File: config.mk
export PLATFORM = sky130hd
export DESIGN_NAME = select_out_arb_flat
export DESIGN_NICKNAME = d
export VERILOG_FILES = /design/src/rtl/select_out_arb_if.sv /design/src/rtl/select_out_arb.sv /design/src/flat_wrapper.sv
export SDC_FILE = /design/constraint.sdc
export NUM_CORES = 1
export LEC_CHECK = 0
export BUFFER_PORTS_ARGS = -buffer_cell sky130_fd_sc_hd__buf_2
export CORE_UTILIZATION = 48
export CTS_BUF_LIST = sky130_fd_sc_hd__clkbuf_8
export CTS_CLUSTER_SIZE = 25
export DETAILED_ROUTE_END_ITERATION = 10
export GPL_ROUTABILITY_DRIVEN = 0
export PLACE_DENSITY = 0.86
export SYNTH_ARGS = -nofsm -noshare
export SYNTH_HDL_FRONTEND = slang
export SYNTH_SLANG_ARGS = --single-unit
File: constraint.sdc
create_clock -name CLK -period 5.35 [get_ports CLK]
set_input_delay 0.2675 -clock CLK [delete_from_list [all_inputs] [get_ports CLK]]
set_output_delay 0.2675 -clock CLK [all_outputs]
set_load 0.01 [all_outputs]
File: src/rtl/select_out_arb_if.sv
// Handshake bundle for select_out_arb: channel select, input-channel pop side and output FIFO side.
interface select_out_arb_if #(
  parameter int unsigned funnelWidth = 8,
  parameter int unsigned width       = 16
);
  localparam int unsigned CW = $clog2(funnelWidth);

  logic                         select__ENA;
  logic [31:0]                  select_v;
  logic                         select__RDY;
  logic [funnelWidth-1:0]       in__deq__ENA;
  logic [funnelWidth-1:0]       in__deq__RDY;
  logic [funnelWidth*width-1:0] in__first;
  logic [funnelWidth-1:0]       in__first__RDY;
  logic                         out__deq__ENA;
  logic                         out__deq__RDY;
  logic [width-1:0]             out__first;
  logic                         out__first__RDY;
  logic [CW-1:0]                out__chan;

  modport slave (
    input  select__ENA, select_v, in__deq__RDY, in__first, in__first__RDY, out__deq__ENA,
    output select__RDY, in__deq__ENA, out__deq__RDY, out__first, out__first__RDY, out__chan
  );

  modport master (
    output select__ENA, select_v, in__deq__RDY, in__first, in__first__RDY, out__deq__ENA,
    input  select__RDY, in__deq__ENA, out__deq__RDY, out__first, out__first__RDY, out__chan
  );
endinterface

File: src/rtl/select_out_arb.sv
// Funnels funnelWidth input channels into one registered, channel-tagged output FIFO,
// choosing the source by sticky select (mode 0) or round-robin from the select pointer (mode 1).
module select_out_arb #(
  parameter int unsigned funnelWidth = 8,
  parameter int unsigned width       = 16,
  parameter int unsigned depth       = 2,
  parameter int unsigned mode        = 0
) (
  input logic             CLK,
  input logic             RST,
  select_out_arb_if.slave bus
);
  localparam int unsigned CW = $clog2(funnelWidth);
  localparam int unsigned AW = $clog2(depth);
  localparam logic [AW:0] DepthC = (AW+1)'(depth);

  logic [funnelWidth-1:0] elig;
  logic [funnelWidth-1:0] deq_ena;
  logic [CW-1:0]          cur_q, cur_d;
  logic [CW-1:0]          grant, idx;
  logic                   grant_vld;
  logic                   pull, pop, not_empty;
  logic [width-1:0]       data_q [depth];
  logic [CW-1:0]          chan_q [depth];
  logic [AW-1:0]          rd_ptr_q, wr_ptr_q;
  logic [AW:0]            count_q, count_d;

  assign elig = bus.in__deq__RDY & bus.in__first__RDY;

  // Mode 1 scans cur, cur+1, ... so the pointer itself has top priority.
  always_comb begin
    grant     = cur_q;
    grant_vld = 1'b0;
    idx       = '0;
    if (mode == 0) begin
      grant_vld = elig[cur_q];
    end else begin
      for (int unsigned i = 0; i < funnelWidth; i++) begin
        idx = CW'((32'(cur_q) + i) % funnelWidth);
        if (!grant_vld && elig[idx]) begin
          grant     = idx;
          grant_vld = 1'b1;
        end
      end
    end
  end

  // Pull is decided before any same-cycle pop: no consumer-to-producer combinational path.
  assign pull      = !RST && grant_vld && (count_q < DepthC);
  assign not_empty = (count_q != '0);
  assign pop       = bus.out__deq__ENA && not_empty;

  always_comb begin
    deq_ena = '0;
    if (pull) deq_ena[grant] = 1'b1;
  end

  always_comb begin
    cur_d = cur_q;
    if (bus.select__ENA && (bus.select_v < 32'(funnelWidth))) begin
      cur_d = bus.select_v[CW-1:0];
    end else if ((mode == 1) && pull) begin
      cur_d = (32'(grant) == funnelWidth - 1) ? '0 : grant + 1'b1;
    end
  end

  always_comb begin
    count_d = count_q;
    unique case ({pull, pop})
      2'b10:   count_d = count_q + 1'b1;
      2'b01:   count_d = count_q - 1'b1;
      default: count_d = count_q;
    endcase
  end

  always_ff @(posedge CLK or posedge RST) begin
    if (RST) begin
      cur_q    <= '0;
      rd_ptr_q <= '0;
      wr_ptr_q <= '0;
      count_q  <= '0;
      for (int unsigned i = 0; i < depth; i++) begin
        data_q[i] <= '0;
        chan_q[i] <= '0;
      end
    end else begin
      cur_q   <= cur_d;
      count_q <= count_d;
      if (pull) begin
        data_q[wr_ptr_q] <= bus.in__first[32'(grant)*width +: width];
        chan_q[wr_ptr_q] <= grant;
        wr_ptr_q         <= wr_ptr_q + 1'b1;
      end
      if (pop) rd_ptr_q <= rd_ptr_q + 1'b1;
    end
  end

  assign bus.select__RDY     = !RST;
  assign bus.in__deq__ENA    = deq_ena;
  assign bus.out__deq__RDY   = not_empty;
  assign bus.out__first__RDY = not_empty;
  assign bus.out__first      = not_empty ? data_q[rd_ptr_q] : '0;
  assign bus.out__chan       = not_empty ? chan_q[rd_ptr_q] : '0;
endmodule

File: src/flat_wrapper.sv
// flat-port wrapper written by rule: the top's interface ports become plain ports
module select_out_arb_flat 
#(
  parameter int unsigned funnelWidth = 8,
  parameter int unsigned width       = 16,
  parameter int unsigned depth       = 2,
  parameter int unsigned mode        = 0
)
  (CLK, RST, bus_select__ENA, bus_select_v, bus_in__deq__RDY, bus_in__first, bus_in__first__RDY, bus_out__deq__ENA, bus_select__RDY, bus_in__deq__ENA, bus_out__deq__RDY, bus_out__first, bus_out__first__RDY, bus_out__chan);
  select_out_arb_if #(.funnelWidth(funnelWidth), .width(width)) bus_i ();
  input logic CLK;
  input logic RST;
  input wire logic [$bits(bus_i.select__ENA)-1:0] bus_select__ENA;
  input wire logic [$bits(bus_i.select_v)-1:0] bus_select_v;
  input wire logic [$bits(bus_i.in__deq__RDY)-1:0] bus_in__deq__RDY;
  input wire logic [$bits(bus_i.in__first)-1:0] bus_in__first;
  input wire logic [$bits(bus_i.in__first__RDY)-1:0] bus_in__first__RDY;
  input wire logic [$bits(bus_i.out__deq__ENA)-1:0] bus_out__deq__ENA;
  output wire logic [$bits(bus_i.select__RDY)-1:0] bus_select__RDY;
  output wire logic [$bits(bus_i.in__deq__ENA)-1:0] bus_in__deq__ENA;
  output wire logic [$bits(bus_i.out__deq__RDY)-1:0] bus_out__deq__RDY;
  output wire logic [$bits(bus_i.out__first)-1:0] bus_out__first;
  output wire logic [$bits(bus_i.out__first__RDY)-1:0] bus_out__first__RDY;
  output wire logic [$bits(bus_i.out__chan)-1:0] bus_out__chan;
  assign bus_i.select__ENA = bus_select__ENA;
  assign bus_i.select_v = bus_select_v;
  assign bus_i.in__deq__RDY = bus_in__deq__RDY;
  assign bus_i.in__first = bus_in__first;
  assign bus_i.in__first__RDY = bus_in__first__RDY;
  assign bus_i.out__deq__ENA = bus_out__deq__ENA;
  assign bus_select__RDY = bus_i.select__RDY;
  assign bus_in__deq__ENA = bus_i.in__deq__ENA;
  assign bus_out__deq__RDY = bus_i.out__deq__RDY;
  assign bus_out__first = bus_i.out__first;
  assign bus_out__first__RDY = bus_i.out__first__RDY;
  assign bus_out__chan = bus_i.out__chan;
  select_out_arb #(.funnelWidth(funnelWidth), .width(width), .depth(depth), .mode(mode)) u_core (.CLK(CLK), .RST(RST), .bus(bus_i));
endmodule
# [Yosys cells after proc, flatten, opt, wreduce, memory -nomap -nowiden]
# Cells that the tools add are included.
[totals] register_bits=45 latchBits=0 ram_bits=0 mem_bits_ro=0 inputBits=180 output_inout_bits=30 mem_count=0
[classes] add_sub_neg=4 n_mul=0 div=0 order_cmp=7 eq_ne=2 shift=1 n_mux=20 bitwise=3 n_reduce_logical=9
[ops] cell="variable part select 128 x 8 -> 16 bit" count=1
[ops] cell="2-to-1 mux 16 bit" count=5
[ops] cell="bitwise mux 32 bit" count=1
[ops] cell="less-than comparator 32 x 4 -> 1 bit (second input constant)" count=1
[ops] cell="demux 16 bit (select 1 bit)" count=1
[ops] cell="2-to-1 mux 3 bit" count=5
[ops] cell="bitwise AND 8 bit" count=1
[ops] cell="2-to-1 mux 8 bit" count=1
[ops] cell="bitwise mux 6 bit" count=1
[ops] cell="logical AND 1 bit" count=6
[ops] cell="greater-or-equal comparator 2 bit (second input constant)" count=2
[ops] cell="less-than comparator 3 x 4 -> 1 bit (second input constant)" count=1
[ops] cell="NOT 1 -> 2 bit" count=2
[ops] cell="case mux 2 bit (2 select lines)" count=1
[ops] cell="nonzero test 2 bit" count=2
[ops] cell="binary-select mux 1 bit (select 3 bit)" count=1
[ops] cell="demux 1 bit (select 3 bit)" count=1
[ops] cell="demux 3 bit (select 1 bit)" count=1
[ops] cell="greater-or-equal comparator 3 x 1 -> 1 bit (second input constant)" count=1
[ops] cell="adder 1 bit (second input constant)" count=2
[ops] cell="adder 2 x 1 -> 2 bit (second input constant)" count=1
[ops] cell="equality test 2 x 1 -> 1 bit (second input constant)" count=1
[ops] cell="equality test 2 bit (second input constant)" count=1
[ops] cell="less-than comparator 2 x 1 -> 1 bit (second input constant)" count=1
[ops] cell="other kinds (4)" count=5

# [Longest topological paths before layout]
[logic_depth] word_depth=7 depth_mapped=9 depth_no_buf=8

# [Least setup slack after synthesis]
# OpenSTA, ideal clock, no wires.
[synth_timing] kind="register -> register" start="register u_core.cur_q[1]" end="register u_core.data_q[26] (netlist bit)" setup_ps=125 arrival_time_ps=2013 path_slack_ps=3212 stages_incl_launch_ff=8 n_path_buf=4 path_cell_list="dfrtp_1 buf_6 buf_2 buf_2 buf_2 mux4_2 mux2_2 mux2_4"
[synth_via] elab_chain_len=4
[synth_lines] element="from (decl)" line="select_out_arb.sv:19" rtl="logic [CW-1:0] cur_q, cur_d;"
[synth_lines] element="from (signal assigned)" line="select_out_arb.sv:87" rtl="cur_q <= cur_d;"
[synth_lines] element="parallel branches: the longest is 4 deep, another holds variable part select 128 x 8 -> 16 bit"
[synth_lines] element="to (signal, indexed assignment)" line="select_out_arb.sv:90" rtl="data_q[wr_ptr_q] <= bus.in__first[32'(grant)*width +: width];"
[synth_lines] element="to (decl)" line="select_out_arb.sv:23" rtl="logic [width-1:0] data_q [depth];"
# Several ways; the timed one is not identified. The select of a mux whose other input is x is not followed.
# A chain may end at the register's enable or synchronous reset.

# [Worst setup path after layout]
[layout_timing] start="register u_core.cur_q[0]" end="register u_core.data_q[10] (netlist bit)"
# Same word-level chain as after synthesis.

==> reports/qor.yml <==
floorplanning:
  io_pins: 210
  die_height_um: 85.3
  core_area_um2: 6530
  fp.dieW_um: 85.3
  num_rows: 29
  floorplan.die_area_um2: 7270
  floorplan.initialDensity_pct: 51.0
timing:
  slew_headroom_pct: 18.0
  final_min_period_over_clock_period_pct: 65.1
  final_period_minus_worst_setup_slack_ps: 3480
  slew_viol_final: 0
  report.final.hold_viol_count: 0
  worstMarginPinSlew_ps: 1230
  max_freq_ghz: 0.287
  finalSetupTns_ps: 0
  unrepaired_setup_endpoints_after_global_routing: "false"
  setup_viol: 0
  timing.hold.ws_ps: 171
  final.setup_skew_ps: 7.53
synthesis:
  synthesis.area_um2: 3330
  synthTopCellsByArea: "sky130_fd_sc_hd__dfrtp_1, sky130_fd_sc_hd__mux4_2, sky130_fd_sc_hd__mux2_2, sky130_fd_sc_hd__mux2i_1, sky130_fd_sc_hd__mux2_4"
  most_frequently_used_cell_type_in_the_post_synthesis_netlist: "sky130_fd_sc_hd__dfrtp_1"
  synth_top_cell_by_area: "sky130_fd_sc_hd__dfrtp_1"
  mappedNetlistNets: 474
  asyncSetResetFlopFracSynth_pct: 100
  synth.yosys.warnings: 0
  netlist_top_cells_count: "sky130_fd_sc_hd__dfrtp_1, sky130_fd_sc_hd__mux2_2, sky130_fd_sc_hd__nor2_1, sky130_fd_sc_hd__mux2i_1, sky130_fd_sc_hd__nand2_1"
  synthDominantCellAreaShare_pct: 33.8
  seq_area_frac_synth_pct: 33.8
  ys.flop_type: "sky130_fd_sc_hd__dfrtp_1"
  synth_enable_flop_cells: 0
  synth.ff_latch_count: 45
  post_synth.cell_area_avg_um2: 11.4
  syn_inst: 293
  synth_cell_type_count: 45
placed_design:
  half_perimeter_wire_length_after_placement_um: 9190
  port-buffer-count: 209
power:
  p_comb_share_pct: 44.3
  internal-power_mw: 1.04
  vdd_drop_max_mv: 0.172
  power_frac_clock_pct: 16.6
  p_leak_nw: 2.35
  share_of_power_burned_in_registers_pct: 39.2
  p_sw_mw: 0.559
  cellPowerDensity_nw_per_um2: 357
  swShare_pct: 34.9
drt:
  drt_wl_total_um: 11200
  routedWlPerCell_um: 19.7
  vias_per_inst: 5.78
  ant_nets: 0
  detailedRoute.firstPassIterationCount: 4
  drc: 0
  num_vias: 3284
  initialDrtViolationCount: 216
clock_tree:
  inserted_clock_buffers: 5
  worstSkewPairLatency_ps: 300
  clock_sink_count: 45
  buffer_cell_driving_the_clock_tree_root: "sky130_fd_sc_hd__clkbuf_8"
  tritoncts_clock_tree: "built"
  clk_pin_slew_ps: 80
  cts_htree_levels: 2
  ctsResizeCount: 0
  cts.path.max_buffers: 2
  cts_setup_buffers: 0
  count_of_hold_fix_buffers_inserted_at_cts: 0
setup_path:
  timing.critical_path.from_type: "flip-flop"
  cp_data_arrival_time_ps: 3670
  worstPathMaxFanout: 32
  timing_worst_setup_path_type: "reg -> reg"
  worstSetupEndpointType: "flip-flop"
  data_required_time_at_the_worst_endpoint_ps: 5530
cells_and_area:
  num_antenna_cells: 0
  drive_gt1_share_pct: 60.3
  layout.area.seq_um2: 1130
  nets: 671
  multi_input_area_um2: 2050
  n_fill_cell: 522
  syn_to_final_growth_pct: 34.7
global_route:
  grt_start_max_net_pins: 47
  global_route.overflow_total: 0
  grtUsageTotal_pct: 31.6
  global_route_wire_length_before_repair_um: 17200
  grt_pass1_vias: 3376
  grt_antenna_before_repair: 0
run_status:
  status: "completed"
job:
  cap_viol_max_count: 0
worst_hold_path:
  worstHoldPathType: "in -> reg"
-- metrics by stage --
stage	cell area, um^2	power, mW	utilization [%]	setup WS (ps)	instances
final	4480	1.60	68.6	1870	568
after global routing	4480	1.70	68.6	1580	568
after floorplan	3330	1.06	-	3210	293
after CTS	4480	1.61	68.6	1880	568
after global placement	4370	1.31	66.9	2030	560
after detailed placement	4370	1.34	66.9	1900	560
-- area by class of cell --
cell class | count | area share [%]
Clock buffer | 6 | 1.84
Tap cell | 77 | 2.15
Timing Repair Buffer | 211 | 23.7
Multi-Input combinational cell | 218 | 45.7
Sequential cell | 45 | 25.1
Clock inverter | 2 | 0.754
Inverter | 9 | 0.754
-- layer usage --
| metal | GRT usage [%] | up-vias | share of wire (%) |
|---|---|---|---|
| met5 | 0 | - | 0 |
| met4 | 11.1 | 0 | 3.1 |
| met3 | 7.59 | 31 | 6.9 |
| met2 | 53.1 | 154 | 51 |
| met1 | 40.2 | 1602 | 39 |
| li1 | - | 1497 | - |
-- flip-flops by register name, indices dropped and copies added (netlist names) --
signal / flops
u_core.data_q: 32
u_core.cur_q: 3
u_core.chan_q: 6
u_core.wr_ptr_q: 1
u_core.count_q: 2
u_core.rd_ptr_q: 1
-- kinds of logic after synthesis --
group / share of synthesized area, %
adder cells (fa/ha/maj): 0.376
AND/OR/NAND/NOR: 12.7
XOR/XNOR: 1.05
multiplexers: 39.2
flip-flops: 33.8
buffers and inverters: 4.85
AO/OA/AOI/OAI: 8.01
-- critical path, cell delays in order (launching register included) --
cell,delay [ps]
sky130_fd_sc_hd__dfrtp_1,1170
sky130_fd_sc_hd__nor2_1,250
sky130_fd_sc_hd__a311oi_2,290
sky130_fd_sc_hd__nand4_2,260
sky130_fd_sc_hd__nor3b_2,700
sky130_fd_sc_hd__buf_4,330
sky130_fd_sc_hd__mux2_2,360
-- path summary, 6_finish.rpt --
kind                                                      end  slack (ps)                          from  cells past startpoint
worst max-delay path            u_core.data_q[10]$_DFFE_PP0P_        1870   u_core.cur_q[0]$_DFFE_PP0P_                      6
worst min-delay path              u_core.cur_q[1]$_DFFE_PP0P_         170               bus_select_v[1]                      3
worst max register to register  u_core.data_q[10]$_DFFE_PP0P_        1870   u_core.cur_q[0]$_DFFE_PP0P_                      6
worst min register to register   u_core.data_q[3]$_DFFE_PP0P_         520  u_core.data_q[3]$_DFFE_PP0P_                      1
max in group asynchronous         u_core.cur_q[1]$_DFFE_PP0P_        4520                           RST                      2
min in group asynchronous        u_core.data_q[7]$_DFFE_PP0P_         210                           RST                      2
-- power groups by stage --
| stage | clock network [mW] | logic, mW | registers (mW) |
|---|---|---|---|
| after floorplan | 0 | 0.503 | 0.559 |
| after global placement | 0 | 0.689 | 0.617 |
| after detailed placement | 0 | 0.710 | 0.632 |
| after CTS | 0.266 | 0.715 | 0.625 |
| after global routing | 0.282 | 0.769 | 0.645 |
| final | 0.265 | 0.709 | 0.627 |
-- layout by cell type, fill, tap and decap left out, types with 5 or more instances in the layout --
cell                       count
sky130_fd_sc_hd__dfrtp_1      44
sky130_fd_sc_hd__nor3_1        5
sky130_fd_sc_hd__nor2b_1       5
sky130_fd_sc_hd__mux2_2       30
sky130_fd_sc_hd__buf_2       209
sky130_fd_sc_hd__nor2_1       29
sky130_fd_sc_hd__mux4_2       20
sky130_fd_sc_hd__inv_1         7
sky130_fd_sc_hd__mux2i_1      26
sky130_fd_sc_hd__nor4_1        7
sky130_fd_sc_hd__clkbuf_8      6
sky130_fd_sc_hd__a221oi_1      8
sky130_fd_sc_hd__mux2_4       17
sky130_fd_sc_hd__nand2_1      23
(Power assumes the default switching activity.)
